--- src/rtl/dac_stream_buffer.sv ---
// Multi-channel lockstep sample FIFO feeding the DAC register stage; primes to PRIME_LVL before streaming.
// Pop-to-m_data latency 1; s_ready = !full, a full buffer drops and counts writes; underrun outputs zero and re-primes.
module dac_stream_buffer #(
  parameter int NUM_CH    = 4,
  parameter int DATA_W    = 16,
  parameter int ADDR_W    = 5,
  parameter int PRIME_LVL = 16,
  parameter int CNT_W     = 16
) (
  input  logic                     clk,
  input  logic                     rst_n,
  input  logic                     clr,
  input  logic                     en,
  input  logic [NUM_CH*DATA_W-1:0] s_data,
  input  logic                     s_valid,
  output logic                     s_ready,
  output logic [NUM_CH*DATA_W-1:0] m_data,
  output logic                     m_valid,
  input  logic                     m_ready,
  output logic [ADDR_W:0]          level,
  output logic                     full,
  output logic                     empty,
  output logic [1:0]               state,
  output logic [CNT_W-1:0]         underrun_cnt,
  output logic [CNT_W-1:0]         overflow_cnt
);

  localparam int DEPTH  = 1 << ADDR_W;
  localparam int WORD_W = NUM_CH * DATA_W;
  localparam logic [ADDR_W:0] FULL_LVL  = (ADDR_W+1)'(DEPTH);
  localparam logic [ADDR_W:0] PRIME_THR = (ADDR_W+1)'(PRIME_LVL);

  typedef enum logic [1:0] {
    ST_IDLE   = 2'd0,
    ST_PRIME  = 2'd1,
    ST_STREAM = 2'd2
  } state_e;

  state_e              state_q, state_d;
  logic [ADDR_W-1:0]   wr_ptr_q, wr_ptr_d;
  logic [ADDR_W-1:0]   rd_ptr_q, rd_ptr_d;
  logic [ADDR_W:0]     level_q, level_d;
  logic [WORD_W-1:0]   m_data_q, m_data_d;
  logic                m_valid_q, m_valid_d;
  logic [CNT_W-1:0]    urun_cnt_q, urun_cnt_d;
  logic [CNT_W-1:0]    ovf_cnt_q, ovf_cnt_d;
  logic [WORD_W-1:0]   mem_q [DEPTH];

  logic full_w, empty_w, push, pop, underrun, overflow;

  // clr masks every event so a flush cycle neither stores, pops nor counts.
  always_comb begin
    full_w   = (level_q == FULL_LVL);
    empty_w  = (level_q == '0);
    push     = s_valid && !full_w && !clr;
    overflow = s_valid && full_w && !clr;
    pop      = (state_q == ST_STREAM) && en && m_ready && !empty_w && !clr;
    underrun = (state_q == ST_STREAM) && en && m_ready && empty_w && !clr;
  end

  always_comb begin
    state_d = state_q;
    if (clr) begin
      state_d = en ? ST_PRIME : ST_IDLE;
    end else if (!en) begin
      state_d = ST_IDLE;
    end else begin
      case (state_q)
        ST_IDLE:   state_d = ST_PRIME;
        ST_PRIME:  if (level_q >= PRIME_THR) state_d = ST_STREAM;
        ST_STREAM: if (underrun) state_d = ST_PRIME;
        default:   state_d = ST_IDLE;
      endcase
    end
  end

  always_comb begin
    wr_ptr_d   = wr_ptr_q;
    rd_ptr_d   = rd_ptr_q;
    level_d    = level_q;
    m_data_d   = m_data_q;
    m_valid_d  = m_valid_q;
    urun_cnt_d = urun_cnt_q;
    ovf_cnt_d  = ovf_cnt_q;
    if (clr) begin
      wr_ptr_d   = '0;
      rd_ptr_d   = '0;
      level_d    = '0;
      m_data_d   = '0;
      m_valid_d  = 1'b0;
      urun_cnt_d = '0;
      ovf_cnt_d  = '0;
    end else begin
      if (push) wr_ptr_d = wr_ptr_q + 1'b1;
      if (pop)  rd_ptr_d = rd_ptr_q + 1'b1;
      if (push && !pop)      level_d = level_q + 1'b1;
      else if (pop && !push) level_d = level_q - 1'b1;
      if (underrun && urun_cnt_q != '1) urun_cnt_d = urun_cnt_q + 1'b1;
      if (overflow && ovf_cnt_q != '1)  ovf_cnt_d  = ovf_cnt_q + 1'b1;
      // Outside STREAM (including the cycle after an underrun) the DAC sees silence.
      if (pop) begin
        m_data_d  = mem_q[rd_ptr_q];
        m_valid_d = 1'b1;
      end else if (state_d != ST_STREAM) begin
        m_data_d  = '0;
        m_valid_d = 1'b0;
      end
    end
  end

  always_ff @(posedge clk or negedge rst_n) begin
    if (!rst_n) begin
      state_q    <= ST_IDLE;
      wr_ptr_q   <= '0;
      rd_ptr_q   <= '0;
      level_q    <= '0;
      m_data_q   <= '0;
      m_valid_q  <= 1'b0;
      urun_cnt_q <= '0;
      ovf_cnt_q  <= '0;
    end else begin
      state_q    <= state_d;
      wr_ptr_q   <= wr_ptr_d;
      rd_ptr_q   <= rd_ptr_d;
      level_q    <= level_d;
      m_data_q   <= m_data_d;
      m_valid_q  <= m_valid_d;
      urun_cnt_q <= urun_cnt_d;
      ovf_cnt_q  <= ovf_cnt_d;
    end
  end

  always_ff @(posedge clk) begin
    if (push) mem_q[wr_ptr_q] <= s_data;
  end

  always_comb begin
    s_ready      = !full_w;
    full         = full_w;
    empty        = empty_w;
    level        = level_q;
    state        = state_q;
    m_data       = m_data_q;
    m_valid      = m_valid_q;
    underrun_cnt = urun_cnt_q;
    overflow_cnt = ovf_cnt_q;
  end

endmodule

--- config.mk ---
export PLATFORM = sky130hd
export DESIGN_NAME = dac_stream_buffer
export DESIGN_NICKNAME = d
export VERILOG_FILES = /design/src/rtl/dac_stream_buffer.sv
export SDC_FILE = /design/constraint.sdc
export NUM_CORES = 2
export LEC_CHECK = 0
export CORE_ASPECT_RATIO = 0.9
export CORE_UTILIZATION = 35
export CTS_CLUSTER_SIZE = 25
export DETAILED_ROUTE_END_ITERATION = 10
export GPL_ROUTABILITY_DRIVEN = 0
export PLACE_DENSITY = 0.51
export SLEW_MARGIN = 15
export SYNTH_ARGS = -nofsm -noshare
export SYNTH_HDL_FRONTEND = slang
export SYNTH_SLANG_ARGS = --single-unit
--- constraint.sdc ---
create_clock -name clk -period 5.9 [get_ports clk]
set_input_delay 1.18 -clock clk [delete_from_list [all_inputs] [get_ports clk]]
set_output_delay 1.18 -clock clk [all_outputs]
set_load 0.05 [all_outputs]
==> load_flow_metrics.sql <==
INSERT INTO impl_metrics (metric_group, metric, value, unit) VALUES
('clock_tree', 'cts_made_buffers', '218', ''),
('timing', 'hold_ws', '385', 'ps'),
('finish', 'most-common-layout-cells', 'edfxtp_1, mux4_2, mux2i_1', ''),
('clock_tree', 'clock_sink_count', '2163', ''),
('synthesis', 'mappedNetlistArea', '0.0832', 'mm^2'),
('timing', 'setup-tns-final', '0', 'ps'),
('grt', 'grt_start_max_net_pins', '101', ''),
('run_status', 'status', 'completed', ''),
('finish', 'final_net_count', '4450', ''),
('place', 'number_of_input_and_output_port_buffers_inserted', '177', ''),
('job', 'drv_cap', '0', ''),
('timing', 'report.final.setup_viol', '0', ''),
('synthesis', 'synth_largest_area_cell', 'edfxtp_1', ''),
('critical_path', 'worstPathArrival', '3120', 'ps'),
('floorplanning', 'core.rowCount', '169', ''),
('synthesis', 'synth-edff-count', '2048', ''),
('finish', 'area_overhead_of_the_layout_relative_to_synthesis', '16.5', '%'),
('timing', 'post-route-period-util', '0.730', ''),
('critical_path', 'cp_max_fo', '8', ''),
('timing', 'hold_violations', '0', ''),
('timing', 'timing_worst_slew_pin_value', '1150', 'ps'),
('grt', 'grt_pass1_wl', '314000', 'um'),
('timing', 'setup_ws', '1600', 'ps'),
('timing', 'final.setup_skew', '38.2', 'ps'),
('grt', 'track_usage', '0.183', ''),
('synthesis', 'ys_seq_area_frac', '0.773', ''),
('clock_tree', 'post_cts_buffers', '0', ''),
('clock_tree', 'cts.clk_slew.worst_paths', '60', 'ps'),
('drt', 'first_pass_iteration_count_of_the_detailed_router', '5', ''),
('hold_path', 'worstHoldPathType', 'in -> async', ''),
('timing', 'max_slew_margin', '0.229', ''),
('floorplanning', 'core_area', '0.236', 'mm^2'),
('place', 'dp_hpwl', '123000', 'um'),
('critical_path', 'regToRegStartpoint', 'level[0]$_DFFE_PN0P_', ''),
('timing', 'grt_setup_unrepaired', 'no', ''),
('critical_path', 'setup.worst_path.class', 'reg -> out', ''),
('synthesis', 'netlist_top_cells_area', 'edfxtp_1, mux4_2, dfrtp_1, mux2i_1, a211oi_1', ''),
('finish', 'stdcell_area', '0.0970', 'mm^2'),
('timing', 'finalCriticalPeriod', '4300', 'ps'),
('critical_path', 'timing.rr.end', 'mem_q[22][7]$_DFFE_PP_', ''),
('drt', 'post-route-drc-count', '0', ''),
('drt', 'routed_wire_length_per_instance', '28.5', 'um'),
('floorplanning', 'die-width', '516', 'um'),
('critical_path', 'worst_setup_start_kind', 'flip-flop', ''),
('floorplanning', 'fp.dieH', '465', 'um'),
('synthesis', 'dominantRegCellSynth', 'edfxtp_1', ''),
('drt', 'detail-route-antenna-nets', '0', ''),
('critical_path', 'critPathRequiredTime', '4720', 'ps'),
('synthesis', 'number_of_flip_flops_and_latches_in_the_synthesized_netlist', '2163', ''),
('clock_tree', 'ctsResizeCount', '0', ''),
('drt', 'drt_iter0_drc', '3972', ''),
('place', 'placement.cell_area', '0.0897', 'mm^2'),
('finish', 'most_frequent_standard_cell_in_the_layout_excluding_fill_and_tap_cells', 'edfxtp_1', ''),
('timing', 'maxClockFrequency', '232', 'MHz'),
('clock_tree', 'cts_max_level', '4', ''),
('grt', 'antenna_violations_before_repair', '15', ''),
('critical_path', 'critical_path.startpoint', 'level[0]$_DFFE_PN0P_', ''),
('pwr', 'vdd_drop_max', '261', 'uV'),
('drt', 'num_vias', '41600', ''),
('grt', 'vias_in_the_first_global_route', '41700', ''),
('clock_tree', 'clock_tree.buffer_depth', '3', ''),
('timing', 'maxSlewViolCount', '0', ''),
('drt', 'via_density_per_instance', '5.38', ''),
('clock_tree', 'worstSkewPairLatency', '850', 'ps'),
('floorplanning', 'num_io_pins', '178', ''),
('pwr', 'power.leakage', '0.0295', 'uW'),
('critical_path', 'crit_end', 'full', ''),
('synthesis', 'synth.top_cell.area_share', '0.739', ''),
('critical_path', 'rrSetupSlack', '1890', 'ps'),
('synthesis', 'avgSynthCellArea', '20.5', 'um^2'),
('finish', 'final_layout_size_suffix_gt1_frac', '0.209', '');
cells in the mapped netlist, types with 4 or more instances:
cell type / instances
edfxtp_1: 2048
mux4_2: 349
mux2i_1: 269
a211oi_1: 157
clkbuf_1: 144
nor2b_1: 131
dfrtp_1: 115
nor2_1: 74
buf_2: 71
a22o_1: 65
a2111oi_0: 62
nand2_1: 59
a21oi_1: 48
a22oi_1: 37
o211ai_1: 36
a31oi_1: 35
o22ai_1: 35
a211o_1: 34
mux2_2: 30
o221ai_1: 29
xnor2_1: 23
o21ai_0: 21
o21ai_1: 20
buf_4: 18
nand3_1: 15
nand4_1: 13
nor3_1: 12
ha_1: 11
inv_1: 10
buf_1: 9
nor4_1: 9
or3_1: 9
and3_1: 8
xor2_1: 6
nand3b_1: 4
o21a_1: 4
power by group:
group / internal (uW) / switching (uW) / total (uW)
clock network: 8280 / 5880 / 14200
registers: 16900 / 51.5 / 16900
logic: 254 / 629 / 883
layer usage:
layer | global-route usage | vias up | wire length [um] | part of all wire
li1 | - | 17700 | - | -
met1 | 0.266 | 22300 | 99100 | 0.45
met2 | 0.282 | 1409 | 101000 | 0.46
met3 | 0.0403 | 242 | 15900 | 0.072
met4 | 0.0367 | 8 | 3690 | 0.017
met5 | 0 | - | 51 | 0.00023
critical path, stage by stage, from the launching register on:
cell and delay, ps:
dfrtp_1 480, nor4_4 600, nand2_1 290, inv_1 100, clkdlybuf4s50_1 800
how the worst min path moves through the flow:
stage / startpoint / endpoint / slack (ps) / depth (start not counted)
3_5_place_dp: m_data[29]$_DFFE_PN0P_ / m_data[29]$_DFFE_PN0P_ / 500 / 2
4_1_cts: rst_n / overflow_cnt[10]$_DFFE_PN0P_ / 370 / 1
3_3_place_gp: m_data[29]$_DFFE_PN0P_ / m_data[29]$_DFFE_PN0P_ / 480 / 2
6_report: rst_n / overflow_cnt[10]$_DFFE_PN0P_ / 380 / 1
5_1_grt: rst_n / overflow_cnt[10]$_DFFE_PN0P_ / 410 / 1
2_1_floorplan: wr_ptr_q[1]$_DFFE_PN0P_ / wr_ptr_q[1]$_DFFE_PN0P_ / 560 / 2
flip-flops by register name, indices dropped and copies added, names as in the netlist:
name,count
wr_ptr_q,5
rd_ptr_q,5
mem_q,2048
underrun_cnt,16
m_data,64
m_valid,1
overflow_cnt,16
level,6
state,2
cell families (layout without fill, tap and decap cells):
| kind of cell | count (synthesis) | after routing | share of synthesized area |
|---|---|---|---|
| flip-flops | 2163 | 2163 | 0.773 |
| multiplexers | 648 | 648 | 0.131 |
| AO/OA/AOI/OAI | 597 | 597 | 0.0534 |
| AND/OR/NAND/NOR | 362 | 362 | 0.0240 |
| buffers and inverters | 254 | 754 | 0.0135 |
| XOR/XNOR | 29 | 29 | 0.00305 |
| adder cells (fa/ha/maj) | 12 | 12 | 0.00189 |
| other | 0 | 3 | 0 |
stage by stage:
| stage | power (uW) | util | std cells |
|---|---|---|---|
| after floorplan | 17700 | - | 4065 |
| after global placement | 18200 | 0.380 | 7311 |
| after detailed placement | 18200 | 0.380 | 7311 |
| after CTS | 32300 | 0.412 | 7728 |
| after global routing | 32900 | 0.411 | 7729 |
| final | 32000 | 0.411 | 7731 |
layout make-up:
| type | count | area, um^2 |
|---|---|---|
| Timing Repair Buffer | 327 | 3120 |
| Clock buffer | 303 | 6140 |
| Multi-Input combinational cell | 1648 | 18100 |
| Sequential cell | 2163 | 64400 |
| Fill cell | 20800 | 139000 |
| Antenna cell | 3 | 7.51 |
| Clock inverter | 114 | 1250 |
| Tap cell | 3163 | 3960 |
| Inverter | 10 | 37.5 |
No activity file was read; power rests on OpenSTA's default activity.
